$ cat src/rtl/branch_predictor_gen.sv
// Branch predictor: direct-mapped tagged BTB with control-transfer type,
// 2-bit saturating counter table (bimodal or gshare) and a return address stack.
// Lookup is combinational on fetchPc; all state updates come from resolved execute.
module branch_predictor_gen #(
  parameter int unsigned XLEN        = 32,
  parameter int unsigned BTB_ENTRIES = 64,
  parameter int unsigned PHT_ENTRIES = 256,
  parameter int unsigned HIST_BITS   = 8,
  parameter int unsigned USE_GSHARE  = 1,
  parameter int unsigned RAS_DEPTH   = 4
) (
  input  logic                         clk,
  input  logic                         rst,
  input  logic [XLEN-1:0]              fetchPc,
  output logic                         fetchHit,
  output logic [XLEN-1:0]              fetchTarget,
  input  logic                         exValid,
  input  logic [XLEN-1:0]              exPc,
  input  logic                         exBranch,
  input  logic                         exJump,
  input  logic                         exCall,
  input  logic                         exRet,
  input  logic                         exTaken,
  input  logic [XLEN-1:0]              exTarget,
  output logic [$clog2(RAS_DEPTH):0]   rasCount
);

  localparam int unsigned BtbIdxW = $clog2(BTB_ENTRIES);
  localparam int unsigned TagW    = XLEN - BtbIdxW - 2;
  localparam int unsigned PhtIdxW = $clog2(PHT_ENTRIES);
  localparam int unsigned RasPtrW = $clog2(RAS_DEPTH);
  localparam int unsigned CntW    = RasPtrW + 1;

  typedef enum logic [1:0] {
    TypeBranch = 2'b00,
    TypeJump   = 2'b01,
    TypeCall   = 2'b10,
    TypeRet    = 2'b11
  } cfType_t;

  typedef struct packed {
    logic            valid;
    logic [TagW-1:0] tag;
    logic [XLEN-1:0] target;
    cfType_t         kind;
  } btbEntry_t;

  btbEntry_t             btbMem [BTB_ENTRIES];
  logic [1:0]            phtMem [PHT_ENTRIES];
  logic [XLEN-1:0]       rasMem [RAS_DEPTH];
  logic [HIST_BITS-1:0]  ghr;
  logic [RasPtrW-1:0]    rasPtr;

  logic [BtbIdxW-1:0]    fetchBtbIdx, exBtbIdx;
  logic [TagW-1:0]       fetchTag, exTag;
  logic [PhtIdxW-1:0]    fetchPhtIdx, exPhtIdx;
  logic [XLEN-1:0]       rasTop;
  btbEntry_t             fetchEntry;
  logic                  unusedBits;

  logic                  exNonBranch, btbWrite, phtWrite;
  cfType_t               exKind;
  logic [1:0]            phtOld, phtNew;
  logic [HIST_BITS-1:0]  ghrNext;
  logic                  rasWrite;
  logic [RasPtrW-1:0]    rasWriteIdx, rasPtrNext;
  logic [CntW-1:0]       rasCountNext;

  // PHT index: word-aligned PC bits, optionally hashed with global history
  function automatic logic [PhtIdxW-1:0] phtIndex(input logic [XLEN-1:0] pc,
                                                  input logic [HIST_BITS-1:0] hist);
    logic [PhtIdxW-1:0] idx;
    idx = pc[PhtIdxW+1:2];
    if (USE_GSHARE != 0) idx = idx ^ PhtIdxW'(hist);
    return idx;
  endfunction

  assign fetchBtbIdx = fetchPc[BtbIdxW+1:2];
  assign fetchTag    = fetchPc[XLEN-1:BtbIdxW+2];
  assign exBtbIdx    = exPc[BtbIdxW+1:2];
  assign exTag       = exPc[XLEN-1:BtbIdxW+2];
  assign fetchPhtIdx = phtIndex(fetchPc, ghr);
  assign exPhtIdx    = phtIndex(exPc, ghr);
  assign fetchEntry  = btbMem[fetchBtbIdx];
  assign rasTop      = rasMem[RasPtrW'(rasPtr - RasPtrW'(1))];
  assign unusedBits  = ^{fetchPc[1:0], exPc[1:0]};

  // Zero-latency lookup on pre-update state
  always_comb begin
    fetchHit    = 1'b0;
    fetchTarget = '0;
    if (fetchEntry.valid && fetchEntry.tag == fetchTag) begin
      fetchHit    = (fetchEntry.kind != TypeBranch) || phtMem[fetchPhtIdx][1];
      fetchTarget = (fetchEntry.kind == TypeRet && rasCount != '0) ? rasTop
                                                                    : fetchEntry.target;
    end
  end

  // Resolved-instruction update decode: BTB write, counter step, history shift
  always_comb begin
    exNonBranch = exJump | exCall | exRet;
    btbWrite    = exValid & (exNonBranch | (exBranch & exTaken));
    phtWrite    = exValid & exBranch;
    if (exRet)       exKind = TypeRet;
    else if (exCall) exKind = TypeCall;
    else if (exJump) exKind = TypeJump;
    else             exKind = TypeBranch;
    phtOld = phtMem[exPhtIdx];
    if (exTaken) phtNew = (phtOld == 2'b11) ? 2'b11 : 2'(phtOld + 2'd1);
    else         phtNew = (phtOld == 2'b00) ? 2'b00 : 2'(phtOld - 2'd1);
    ghrNext = HIST_BITS'({ghr, exTaken});
  end

  // RAS next state: coroutine is pop-then-push, full push overwrites oldest
  always_comb begin
    rasWrite     = 1'b0;
    rasWriteIdx  = rasPtr;
    rasPtrNext   = rasPtr;
    rasCountNext = rasCount;
    if (exValid) begin
      if (exCall && exRet) begin
        rasWrite = 1'b1;
        if (rasCount != '0) begin
          rasWriteIdx = RasPtrW'(rasPtr - RasPtrW'(1));
        end else begin
          rasPtrNext   = RasPtrW'(rasPtr + RasPtrW'(1));
          rasCountNext = CntW'(1);
        end
      end else if (exCall) begin
        rasWrite     = 1'b1;
        rasPtrNext   = RasPtrW'(rasPtr + RasPtrW'(1));
        rasCountNext = (rasCount == CntW'(RAS_DEPTH)) ? rasCount : CntW'(rasCount + CntW'(1));
      end else if (exRet && rasCount != '0) begin
        rasPtrNext   = RasPtrW'(rasPtr - RasPtrW'(1));
        rasCountNext = CntW'(rasCount - CntW'(1));
      end
    end
  end

  // Predictor state registers; reset wins over any same-cycle update
  always_ff @(posedge clk) begin
    if (rst) begin
      for (int i = 0; i < int'(BTB_ENTRIES); i++) btbMem[i].valid <= 1'b0;
      for (int i = 0; i < int'(PHT_ENTRIES); i++) phtMem[i] <= 2'b01;
      ghr      <= '0;
      rasPtr   <= '0;
      rasCount <= '0;
    end else begin
      if (btbWrite) btbMem[exBtbIdx] <= '{valid: 1'b1, tag: exTag, target: exTarget, kind: exKind};
      if (phtWrite) begin
        phtMem[exPhtIdx] <= phtNew;
        ghr              <= ghrNext;
      end
      rasPtr   <= rasPtrNext;
      rasCount <= rasCountNext;
    end
  end

  // RAS storage has no reset; occupancy alone qualifies its contents
  always_ff @(posedge clk) begin
    if (!rst && rasWrite) rasMem[rasWriteIdx] <= XLEN'(exPc + XLEN'(4));
  end

endmodule

$ cat config.mk
export PLATFORM = sky130hd
export DESIGN_NAME = branch_predictor_gen
export DESIGN_NICKNAME = d
export VERILOG_FILES = /design/src/rtl/branch_predictor_gen.sv
export SDC_FILE = /design/constraint.sdc
export NUM_CORES = 2
export LEC_CHECK = 0
export BUFFER_PORTS_ARGS = -buffer_cell sky130_fd_sc_hd__clkbuf_2
export CORE_MARGIN = 5
export CORE_UTILIZATION = 57
export CTS_CLUSTER_DIAMETER = 200
export CTS_CLUSTER_SIZE = 16
export DETAILED_ROUTE_END_ITERATION = 7
export MAX_ROUTING_LAYER = met4
export PLACE_DENSITY_LB_ADDON = 0.12
export SLEW_MARGIN = 20
export SYNTH_ARGS = -nofsm -noshare
export SYNTH_HDL_FRONTEND = slang
export SYNTH_MEMORY_MAX_BITS = 65536
export SYNTH_SLANG_ARGS = --single-unit
$ cat constraint.sdc
create_clock -name clk -period 5.5 [get_ports clk]
set_input_delay 0.55 -clock clk [delete_from_list [all_inputs] [get_ports clk]]
set_output_delay 0.55 -clock clk [all_outputs]
set_load 0.005 [all_outputs]
==> run_results.csv <==
group,metric,value,unit
die,num_rows,205,
cells_and_area,stdcell_count,13100,
status,status,"finished, violations left",
hold_path,hp-start,"exTarget[28]",
sta,worst_slew_pin_slew,1.17,ns
sta,hold_viol,0,
die,fp.dieH,570,um
die,core,312000,um2
hold_path,hp-class,"in -> reg",
hold_path,hold_end,"btbMem[36][30]",
critical_path,rr_worst_depth,11,
critical_path,r2r-end,"phtMem[95][1]",
critical_path,cp-end-kind,"primary output",
critical_path,crit_type,"in -> out",
detailed_routing,drt_wl_total,550000,um
cts,path_clk_slew,0.07,ns
cts,clock_latency,0.94,ns
pwr,fin_total_pwr,63.5,mW
yosys,synth_nets,8640,
detailed_routing,ant_nets,0,
cells_and_area,fin_nets,9007,
cts,cts.sinks,4429,
yosys,yosys_warnings,0,
global_routing,antenna_found_initial,27,
yosys,synthCells,8534,
placed_design,dp.cells,12700,
cts,cts_max_path_buffers,4,
detailed_routing,wl_per_cell,41.9,um
pwr,peakVddDrop,0.287,mV
sta,fin_crit_sh,0.973,
die,initial_core_util,0.572,
global_routing,grt_usage,0.349,
critical_path,arrival,4.80,ns
cells_and_area,area_growth,10.3,%
sta,finalCriticalPeriod,5.35,ns
yosys,netlist-cell-type-count,75,
placed_design,gp_congestion,0.904,
sta,setup_violations,0,
yosys,ys_ff_latch,4429,
detailed_routing,drt_iter0_markers,16500,
yosys,synthArstFlopShare,0,
flow_run,drv_cap,0,
cts,cts-buffers-inserted,314,
global_routing,grt_pass1_wl,757000,um
hold_path,hold_path_depth,1,
global_routing,grt_pass1_vias,94000,
placed_design,dp_hpwl,308000,um
detailed_routing,vias,96000,
detailed_routing,avgViaCountPerCell,7.32,
critical_path,start_kind,"input port",
global_routing,grt_overflow,0,
cts,h-tree-depth,5,
yosys,ys.flop_type,"edfxtp_1",
sta,slew_headroom,0.212,
detailed_routing,firstDrtPassIters,8,
sta,slew_violations,0,
detailed_routing,drc,1,
sta,rsz0062_at_grt,"false",
status,violations,"DRC",
cells_and_area,drive_gt1_frac,0.291,
yosys,ys_seq_area_frac,0.741,
die,die_area,324000,um2
die,die_x,570,um
pwr,total_leakage_power,60.4,nW
die,boundaryPins,140,
placed_design,io_buffers,137,
yosys,synth-edff-count,4352,
pwr,pwr_density_cell,323,nW/um2
cts,clockRootBuffer,"clkbuf_16",
critical_path,ff2ff_setup_slack,0.73,ns
cts,cts_tree,"done",
sta,clock.fmax,187,MHz
yosys,synth.avg_cell_area,20.9,um2
global_routing,grt_max_degree,105,
critical_path,path_max_fanout,40,
critical_path,r2r-start,"ghr[0]",
critical_path,required,4.95,ns
sta,fin_skew,0.0352,ns
yosys,synth_area,178000,um2
## stage by stage
stage | cell area (um2) | TNS, ns | util | hold slack [ns] | setup slack (ns)
after global routing | 197000 | 0 | 0.631 | 0.0808 | 0.0706
final | 197000 | 0 | 0.631 | 0.0913 | 0.149
after CTS | 197000 | 0 | 0.630 | 0.0656 | 0.00435
after global placement | 188000 | -6.95 | 0.602 | 0.443 | -0.412
after detailed placement | 188000 | -4.15 | 0.603 | 0.449 | -0.285
after floorplan | 178000 | 0 | - | 0.437 | 0.199
## cells in the mapped netlist, drive strengths merged, types with 42 or more instances
| cell type | instances | area, um2 |
|---|---|---|
| o21bai | 128 | 961 |
| nand2 | 249 | 935 |
| nor3 | 329 | 2180 |
| xnor2 | 42 | 368 |
| mux2i | 114 | 1140 |
| buf | 304 | 1820 |
| xor2 | 44 | 412 |
| a21o | 130 | 976 |
| nor2 | 164 | 616 |
| edfxtp | 4352 | 131000 |
| dfxtp | 77 | 1540 |
| inv | 77 | 289 |
| o22ai | 99 | 619 |
| a21oi | 46 | 230 |
| mux4 | 1329 | 29900 |
| a22oi | 46 | 345 |
| nand3 | 327 | 1640 |
| clkbuf | 338 | 1270 |
## worst max-delay path, cell delays in order
cell      delay [ns]
buf_8           0.18
buf_12          0.31
buf_4           0.41
mux4_2          0.36
mux4_2          0.50
o22ai_1         0.26
nor2_1          0.19
xor2_1          0.20
nor4_1          0.32
buf_4           0.20
nand4_1         0.32
buf_12          0.31
a211oi_1        0.28
buf_4           0.21
clkbuf_2        0.12
## timing repair
action                     4_1_cts  5_1_grt
hold buffers                     3        0
gates cloned                     0        2
setup endpoints to repair       33       33
resized for setup                8        3
hold endpoints to repair         9        0
buffers inserted                 0        1
## power by group
part | switching [mW] | leakage (nW) | internal, mW
clock | 11.1 | 4.14 | 10.6
combinational | 2.78 | 16.6 | 1.69
sequential | 0.0995 | 39.7 | 37.2
## layout by cell type, fill, tap and decap left out, types with 21 or more instances in the layout
master        n
o21ai_0      30
a21o_1      129
dfxtp_1      75
mux4_2     1327
a21oi_1      46
a221oi_1     37
edfxtp_1   4352
a31oi_1      28
nor2_1       83
and3_1       25
nor3_2      107
nor3_1      222
clkbuf_16   324
nor2b_1      21
inv_1        71
nand4_1      22
xnor2_1      39
nor2_4       68
xor2_1       36
mux2i_1     113
o21bai_1    128
o22ai_1      99
clkbuf_2    110
buf_4       399
clkbuf_1     42
nand3_1     324
a22oi_1      46
buf_12      145
nand2_1     243
## registers in the layout (all words and copies together), names as in the netlist
signal    count
btbMem     3776
ghr           8
phtMem      512
rasCount      3
rasPtr        2
rasMem      128
## worst max path at each step
stage / from / end / slack [ns] / cells after the start
5_1_grt: fetchPc[3] / fetchTarget[7] / 0.07 / 17
3_5_place_dp: fetchPc[2] / fetchTarget[17] / -0.28 / 15
3_3_place_gp: fetchPc[2] / fetchTarget[17] / -0.41 / 15
6_report: fetchPc[4] / fetchHit / 0.15 / 15
4_1_cts: fetchPc[2] / fetchTarget[12] / 0.004 / 15
2_1_floorplan: exRet / btbMem[46][0] / 0.20 / 8
## final cells by class
class	instances	area, um2
diodes	17	42.5
well taps	4140	5180
repair buffers	693	6940
flip-flops and latches	4429	132000
inverters	77	305
clock inverters	21	255
fillers	21100	115000
multi-input cells	3386	43600
clock buffers	364	8220
## metal layers
metal	global-route usage	share of wire	vias up
met4	0.142	0.050	0
met2	0.517	0.47	7245
met1	0.481	0.36	51100
li1	-	-	36300
met3	0.0764	0.13	1331
met5	-	0	-
## cell families (layout without fill, tap and decap cells)
kind of cell | after synthesis | after routing | synth area share
other cells | 0 | 17 | 0
compound gates | 634 | 634 | 0.0255
mux | 1459 | 1459 | 0.175
buf+inv | 719 | 1155 | 0.0189
xor+xnor | 86 | 86 | 0.00437
simple gates | 1203 | 1203 | 0.0349
flops | 4429 | 4429 | 0.741
fa+ha+maj | 4 | 4 | 0.000301
No activity file was read; power rests on OpenSTA's default activity.
